`config.mk`:
```
export PLATFORM = sky130hd
export DESIGN_NAME = alu_cmd_issuer_flat
export DESIGN_NICKNAME = d
export VERILOG_FILES = /design/src/rtl/alu_cmd_issuer_pkg.sv /design/src/rtl/alu_cmd_issuer_if.sv /design/src/rtl/alu_cmd_issuer_rsp_mux.sv /design/src/rtl/alu_cmd_issuer.sv /design/src/flat_wrapper.sv
export SDC_FILE = /design/constraint.sdc
export NUM_CORES = 1
export LEC_CHECK = 0
export BUFFER_PORTS_ARGS = -buffer_cell sky130_fd_sc_hd__clkbuf_2
export CORE_UTILIZATION = 45
export DETAILED_ROUTE_END_ITERATION = 8
export GPL_TIMING_DRIVEN = 0
export HOLD_SLACK_MARGIN = 0.03
export PLACE_DENSITY = 0.85
export REMOVE_ABC_BUFFERS = 1
export SETUP_SLACK_MARGIN = 0.5
export SYNTH_ARGS = -nofsm -noshare
export SYNTH_HDL_FRONTEND = slang
export SYNTH_SLANG_ARGS = --single-unit
```
`constraint.sdc`:
```
create_clock -name CLK -period 3.07 [get_ports CLK]
set_input_delay 0.614 -clock CLK [delete_from_list [all_inputs] [get_ports CLK]]
set_output_delay 0.614 -clock CLK [all_outputs]
set_load 0.02 [all_outputs]
```
`src/rtl/alu_cmd_issuer_pkg.sv`:
```
// Shared definitions for the ALU command issuer: unit-select codes and
// the issuer state encoding.
package alu_issuer_pkg;

  localparam logic [1:0] UNIT_ARITH = 2'b00;
  localparam logic [1:0] UNIT_LOGIC = 2'b01;
  localparam logic [1:0] UNIT_CMP   = 2'b10;
  localparam logic [1:0] UNIT_SHIFT = 2'b11;

  typedef enum logic [1:0] {
    IDLE  = 2'd0,
    ISSUE = 2'd1,
    WAIT  = 2'd2,
    RESP  = 2'd3
  } issuer_state_t;

  // Extract the unit-select field from an ALU function code.
  function automatic logic [1:0] unit_of(input logic [3:0] fun);
    return fun[3:2];
  endfunction

endpackage

```
`src/rtl/alu_cmd_issuer_if.sv`:
```
// Command/response handshake bundle between a host front end (master)
// and the ALU command issuer (slave).
interface alu_cmd_issuer_if #(
  parameter int Op_Width = 16
);
  logic                cmd_valid;
  logic                cmd_ready;
  logic [Op_Width-1:0] cmd_a;
  logic [Op_Width-1:0] cmd_b;
  logic [3:0]          cmd_fun;
  logic                rsp_valid;
  logic                rsp_ready;
  logic [Op_Width-1:0] rsp_data;
  logic                rsp_carry;
  logic [1:0]          rsp_unit;
  logic                rsp_err;

  modport master (
    output cmd_valid, cmd_a, cmd_b, cmd_fun, rsp_ready,
    input  cmd_ready, rsp_valid, rsp_data, rsp_carry, rsp_unit, rsp_err
  );

  modport slave (
    input  cmd_valid, cmd_a, cmd_b, cmd_fun, rsp_ready,
    output cmd_ready, rsp_valid, rsp_data, rsp_carry, rsp_unit, rsp_err
  );
endinterface

```
`src/rtl/alu_cmd_issuer_rsp_mux.sv`:
```
// Combinational selection of an ALU unit's result, valid flag and carry
// by unit code. Carry is meaningful only for the arithmetic unit.
module alu_rsp_mux
  import alu_issuer_pkg::*;
#(
  parameter int Op_Width = 16
) (
  input  logic [1:0]          unit,
  input  logic [Op_Width-1:0] arith_out,
  input  logic [Op_Width-1:0] logic_out,
  input  logic [Op_Width-1:0] cmp_out,
  input  logic [Op_Width-1:0] shift_out,
  input  logic                carry_out,
  input  logic                arith_flag,
  input  logic                logic_flag,
  input  logic                cmp_flag,
  input  logic                shift_flag,
  output logic [Op_Width-1:0] sel_data,
  output logic                sel_flag,
  output logic                sel_carry
);

  // Route the selected unit's result and flag; carry only for arithmetic.
  always_comb begin
    sel_data  = '0;
    sel_flag  = 1'b0;
    sel_carry = 1'b0;
    case (unit)
      UNIT_ARITH: begin
        sel_data  = arith_out;
        sel_flag  = arith_flag;
        sel_carry = carry_out;
      end
      UNIT_LOGIC: begin
        sel_data = logic_out;
        sel_flag = logic_flag;
      end
      UNIT_CMP: begin
        sel_data = cmp_out;
        sel_flag = cmp_flag;
      end
      default: begin
        sel_data = shift_out;
        sel_flag = shift_flag;
      end
    endcase
  end

endmodule

```
`src/rtl/alu_cmd_issuer.sv`:
```
// ALU command issuer: accepts one command per handshake, drives the ALU
// operand/function inputs from registers, waits for the selected unit's
// flag and returns the captured result on the response port.
// Optional macro ALU_ISSUER_TIMEOUT_EN bounds the wait to TIMEOUT_CYC
// cycles and returns an error response when the bound expires.
module alu_cmd_issuer
  import alu_issuer_pkg::*;
#(
  parameter int Op_Width    = 16,
  parameter int TIMEOUT_CYC = 8
) (
  input  logic                CLK,
  input  logic                RST,
  alu_cmd_issuer_if.slave     bus,
  output logic [Op_Width-1:0] alu_a,
  output logic [Op_Width-1:0] alu_b,
  output logic [3:0]          alu_fun,
  input  logic [Op_Width-1:0] arith_out,
  input  logic [Op_Width-1:0] logic_out,
  input  logic [Op_Width-1:0] cmp_out,
  input  logic [Op_Width-1:0] shift_out,
  input  logic                carry_out,
  input  logic                arith_flag,
  input  logic                logic_flag,
  input  logic                cmp_flag,
  input  logic                shift_flag
);

  issuer_state_t       state_q;
  issuer_state_t       state_d;
  logic                load_cmd;
  logic                capture;
  logic [Op_Width-1:0] sel_data;
  logic                sel_flag;
  logic                sel_carry;
  logic [Op_Width-1:0] rsp_data_q;
  logic                rsp_carry_q;
  logic [1:0]          rsp_unit_q;

  alu_rsp_mux #(
    .Op_Width(Op_Width)
  ) u_rsp_mux (
    .unit       (unit_of(alu_fun)),
    .arith_out  (arith_out),
    .logic_out  (logic_out),
    .cmp_out    (cmp_out),
    .shift_out  (shift_out),
    .carry_out  (carry_out),
    .arith_flag (arith_flag),
    .logic_flag (logic_flag),
    .cmp_flag   (cmp_flag),
    .shift_flag (shift_flag),
    .sel_data   (sel_data),
    .sel_flag   (sel_flag),
    .sel_carry  (sel_carry)
  );

`ifdef ALU_ISSUER_TIMEOUT_EN
  logic [7:0] wait_cnt;
  logic       expire;
  logic       rsp_err_q;
`else
  // Parameter only matters when the wait bound is built.
  logic unused_timeout;
  assign unused_timeout = ^8'(TIMEOUT_CYC);
`endif

  // State register; reset abandons any in-flight command silently.
  always_ff @(posedge CLK) begin
    if (RST) state_q <= IDLE;
    else     state_q <= state_d;
  end

  // Next-state and one-cycle strobes. Flags are ignored in ISSUE because
  // the ALU may still be presenting the previous operation's flag.
  always_comb begin
    state_d  = state_q;
    load_cmd = 1'b0;
    capture  = 1'b0;
`ifdef ALU_ISSUER_TIMEOUT_EN
    expire   = 1'b0;
`endif
    case (state_q)
      IDLE: begin
        if (bus.cmd_valid) begin
          load_cmd = 1'b1;
          state_d  = ISSUE;
        end
      end
      ISSUE: state_d = WAIT;
      WAIT: begin
        if (sel_flag) begin
          capture = 1'b1;
          state_d = RESP;
        end
`ifdef ALU_ISSUER_TIMEOUT_EN
        else if (wait_cnt == 8'(TIMEOUT_CYC - 1)) begin
          expire  = 1'b1;
          state_d = RESP;
        end
`endif
      end
      default: begin
        if (bus.rsp_ready) state_d = IDLE;
      end
    endcase
  end

  // Operand/function registers and captured response fields.
  always_ff @(posedge CLK) begin
    if (RST) begin
      alu_a       <= '0;
      alu_b       <= '0;
      alu_fun     <= '0;
      rsp_data_q  <= '0;
      rsp_carry_q <= 1'b0;
      rsp_unit_q  <= '0;
    end else begin
      if (load_cmd) begin
        alu_a   <= bus.cmd_a;
        alu_b   <= bus.cmd_b;
        alu_fun <= bus.cmd_fun;
      end
      if (capture) begin
        rsp_data_q  <= sel_data;
        rsp_carry_q <= sel_carry;
        rsp_unit_q  <= unit_of(alu_fun);
      end
`ifdef ALU_ISSUER_TIMEOUT_EN
      if (expire) begin
        rsp_data_q  <= '0;
        rsp_carry_q <= 1'b0;
        rsp_unit_q  <= unit_of(alu_fun);
      end
`endif
    end
  end

`ifdef ALU_ISSUER_TIMEOUT_EN
  // Wait-cycle counter cleared on entry to WAIT; error flag for the response.
  always_ff @(posedge CLK) begin
    if (RST) begin
      wait_cnt  <= '0;
      rsp_err_q <= 1'b0;
    end else begin
      if (state_q == ISSUE)                wait_cnt <= '0;
      else if (state_q == WAIT && !sel_flag) wait_cnt <= wait_cnt + 8'd1;
      if (capture)     rsp_err_q <= 1'b0;
      else if (expire) rsp_err_q <= 1'b1;
    end
  end
  assign bus.rsp_err = rsp_err_q;
`else
  assign bus.rsp_err = 1'b0;
`endif

  assign bus.cmd_ready = (state_q == IDLE);
  assign bus.rsp_valid = (state_q == RESP);
  assign bus.rsp_data  = rsp_data_q;
  assign bus.rsp_carry = rsp_carry_q;
  assign bus.rsp_unit  = rsp_unit_q;

endmodule

```
`src/flat_wrapper.sv`:
```
// flat-port wrapper written by rule: the top's interface ports become plain ports
module alu_cmd_issuer_flat import alu_issuer_pkg::*;
#(
  parameter int Op_Width    = 16,
  parameter int TIMEOUT_CYC = 8
)
  (CLK, RST, alu_a, alu_b, alu_fun, arith_out, logic_out, cmp_out, shift_out, carry_out, arith_flag, logic_flag, cmp_flag, shift_flag, bus_cmd_valid, bus_cmd_a, bus_cmd_b, bus_cmd_fun, bus_rsp_ready, bus_cmd_ready, bus_rsp_valid, bus_rsp_data, bus_rsp_carry, bus_rsp_unit, bus_rsp_err);
  alu_cmd_issuer_if #(.Op_Width(Op_Width)) bus_i ();
  input  logic CLK;
  input  logic RST;
  output logic [Op_Width-1:0] alu_a;
  output logic [Op_Width-1:0] alu_b;
  output logic [3:0] alu_fun;
  input  logic [Op_Width-1:0] arith_out;
  input  logic [Op_Width-1:0] logic_out;
  input  logic [Op_Width-1:0] cmp_out;
  input  logic [Op_Width-1:0] shift_out;
  input  logic carry_out;
  input  logic arith_flag;
  input  logic logic_flag;
  input  logic cmp_flag;
  input  logic shift_flag;
  input wire logic [$bits(bus_i.cmd_valid)-1:0] bus_cmd_valid;
  input wire logic [$bits(bus_i.cmd_a)-1:0] bus_cmd_a;
  input wire logic [$bits(bus_i.cmd_b)-1:0] bus_cmd_b;
  input wire logic [$bits(bus_i.cmd_fun)-1:0] bus_cmd_fun;
  input wire logic [$bits(bus_i.rsp_ready)-1:0] bus_rsp_ready;
  output wire logic [$bits(bus_i.cmd_ready)-1:0] bus_cmd_ready;
  output wire logic [$bits(bus_i.rsp_valid)-1:0] bus_rsp_valid;
  output wire logic [$bits(bus_i.rsp_data)-1:0] bus_rsp_data;
  output wire logic [$bits(bus_i.rsp_carry)-1:0] bus_rsp_carry;
  output wire logic [$bits(bus_i.rsp_unit)-1:0] bus_rsp_unit;
  output wire logic [$bits(bus_i.rsp_err)-1:0] bus_rsp_err;
  assign bus_i.cmd_valid = bus_cmd_valid;
  assign bus_i.cmd_a = bus_cmd_a;
  assign bus_i.cmd_b = bus_cmd_b;
  assign bus_i.cmd_fun = bus_cmd_fun;
  assign bus_i.rsp_ready = bus_rsp_ready;
  assign bus_cmd_ready = bus_i.cmd_ready;
  assign bus_rsp_valid = bus_i.rsp_valid;
  assign bus_rsp_data = bus_i.rsp_data;
  assign bus_rsp_carry = bus_i.rsp_carry;
  assign bus_rsp_unit = bus_i.rsp_unit;
  assign bus_rsp_err = bus_i.rsp_err;
  alu_cmd_issuer #(.Op_Width(Op_Width), .TIMEOUT_CYC(TIMEOUT_CYC)) u_core (.CLK(CLK), .RST(RST), .bus(bus_i), .alu_a(alu_a), .alu_b(alu_b), .alu_fun(alu_fun), .arith_out(arith_out), .logic_out(logic_out), .cmp_out(cmp_out), .shift_out(shift_out), .carry_out(carry_out), .arith_flag(arith_flag), .logic_flag(logic_flag), .cmp_flag(cmp_flag), .shift_flag(shift_flag));
endmodule
```
==> reports/metrics.yaml <==
grt_usage_pct: 22.5
cts_tree: "done"
worst_r2r_startpoint: "u_core.state_q[0]"
ys_warn_count: 0
synth_cell_types: 25
die_area_um2: 5880
slew_viol_final: 0
drt-total-wl_mm: 6.38
hpwl_mm: 4.78
synth_flop_cell: "dfxtp_1"
cts-root-buf: "clkbuf_8"
status: "complete, no violations"
core_um2: 5240
ys_top_cells_by_area: "dfxtp_1, mux4_2, nand2_1"
post_cts_buffers: 0
finalSetupViolations: 0
first_pass_iters: 4
portBuffers: 165
initialDrtViolationCount: 85
grt_start_max_net_pins: 59
cellPowerDensity_nw_per_um2: 749
clock_latency_ns: 0.32
synth_top_area_share_pct: 45.4
clockBufferDepth: 2
finalSetupTns_ns: 0
max_freq_mhz: 478
ys_ff_latch: 57
dpl_worst_slack_ns: 0.542
cp.required_ns: 3.29
antenna_found_initial: 0
tightest_slew_ns: 1.22
critical_path.startpoint: "u_core.state_q[0]"
skew_ns: 0.00782
post-route-min-period_ns: 2.09
p_leak_nw: 1.66
layout-drive-gt1-share_pct: 46.7
grt_pass1_vias: 2470
num-nets-final: 537
synth_edf_count: 0
cts.hold.buffers_added: 0
crit_type: "reg2reg"
period_share_pct: 68.1
vias: 2472
drc: 0
globalplace.congestion: 0.734
post_dp_cell_area_um2: 3340
final_area_um2: 3570
crit_path_end_kind: "register"
synthCells: 267
setup_slack_ns: 0.980
grt_pass1_wl_mm: 10.6
max-slew-margin-rel_pct: 18.9
cts_buffers: 9
area.growth.synth_to_final_pct: 42.2
grt_overflow: 0
synth_area_leader_cell: "dfxtp_1"
cp-start-kind: "register"
clk_pin_slew_worst_paths_ns: 0.06
row_count: 26
async_flop_share_pct: 0
fp.dieH_um: 76.7
clkSinkCount: 57
rsz0062_at_grt: "no"
seq_area_frac_synth_pct: 45.4
wl_per_cell_um: 12.8
drv_cap: 0
cp_max_fo: 36
min_path_type: "reg2reg"
vdd_ir_drop_max_v: 0.000648
start_util_pct: 47.9
arrival_ns: 2.31
synth.cell_area_um2: 2510
syn_area_per_cell_um2: 9.41
min_from: "u_core.alu_b[5]"
io_pins: 167
htree_num_levels: 3
fillerInstances: 439
n_antenna_cell: 0
final_antenna_net_count: 0
viasPerCell: 4.96
chipWidth_um: 76.7
finalHoldViolations: 0
report_power, final:
| group | leakage (nW) | total (mW) | internal [mW] | switching, mW |
|---|---|---|---|---|
| sequential | 0.466 | 0.985 | 0.871 | 0.114 |
| clock | 0.116 | 0.790 | 0.520 | 0.271 |
| combinational | 1.08 | 0.899 | 0.374 | 0.526 |
cells in the mapped netlist (3+ instances only):
library cell	number
nor2_1	21
dfxtp_1	57
ha_1	4
nand2b_1	3
a21oi_1	36
buf_2	5
nand2_1	74
mux2i_1	21
clkbuf_1	10
mux4_2	16
stage by stage:
stage                     power [mW]  std cells  util [%]  hold WS, ns
after global placement          1.86        482      63.3        0.441
after CTS                       2.70        498      68.1        0.456
final                           2.67        498      68.2        0.454
after global routing            2.84        498      68.2        0.476
after floorplan                 1.58        247         -        0.481
after detailed placement        1.91        483      63.7        0.447
final cells by class:
class                   instances  area, um^2  area share, %
well taps                      70        87.6           2.45
inverters                       2        7.51          0.210
repair buffers                166         841           23.5
clock inverters                 2        60.1           1.68
multi-input cells             188        1260           35.4
clock buffers                  13         169           4.73
flip-flops and latches         57        1140           32.0
sequential cells by signal (all words and copies together) (netlist names):
signal,count
u_core.alu_fun,4
u_core.bus.rsp_unit,2
u_core.bus.rsp_carry,1
u_core.alu_a,16
u_core.bus.rsp_data,16
u_core.state_q,2
u_core.alu_b,16
worst paths after layout:
path | end | slack (ns) | depth (start not counted)
min | u_core.alu_b[5] | 0.45 | 2
min reg2reg | u_core.alu_b[5] | 0.45 | 2
max | u_core.alu_b[1] | 0.98 | 5
max reg2reg | u_core.alu_b[1] | 0.98 | 5
cell families after synthesis:
family | synth area share (%)
muxes | 22.7
and+or+nand+nor | 16.6
DFF | 45.4
AOI/OAI and AO/OA | 8.42
other | 0.149
adders and majority gates | 1.99
buffers and inverters | 4.63
layer usage:
metal / global-route usage [%] / vias to the layer above / wire length [um]
li1: - / 1222 / -
met5: 0 / - / 0
met1: 24.8 / 1130 / 2590
met4: 11.0 / 0 / 116
met3: 5.00 / 16 / 337
met2: 40.5 / 104 / 3330
worst max-delay path, cell delays in order (launching register included):
cell and delay (ns):
dfxtp_1 0.34, inv_1 0.10, ha_1 0.26, and2_1 0.97
nand2_1 0.13, a21oi_1 0.18
cells in the final DEF, fill, tap and decap left out, drive strengths merged:
cell / synthesis / layout
bufinv: 0 / 2
buf: 10 / 1
nand2: 74 / 74
o21ai: 2 / 2
conb: 1 / 1
a21oi: 36 / 36
o22ai: 1 / 1
mux2i: 21 / 21
and2: 1 / 1
nand2b: 3 / 3
o21a: 2 / 2
clkbuf: 10 / 178
nand3b: 1 / 1
inv: 2 / 2
ha: 4 / 4
nand3: 1 / 1
and3: 1 / 1
nor2: 21 / 21
nor3b: 1 / 1
dfxtp: 57 / 57
nor3: 2 / 2
mux4: 16 / 16
what timing repair did:
action / 4_1_cts / 5_1_grt
endpoints found under the setup margin: 0 / 4
resized for setup: 0 / 2
hold endpoints to repair: 0 / 0
Note: power is estimated with default switching activity, not from simulation.
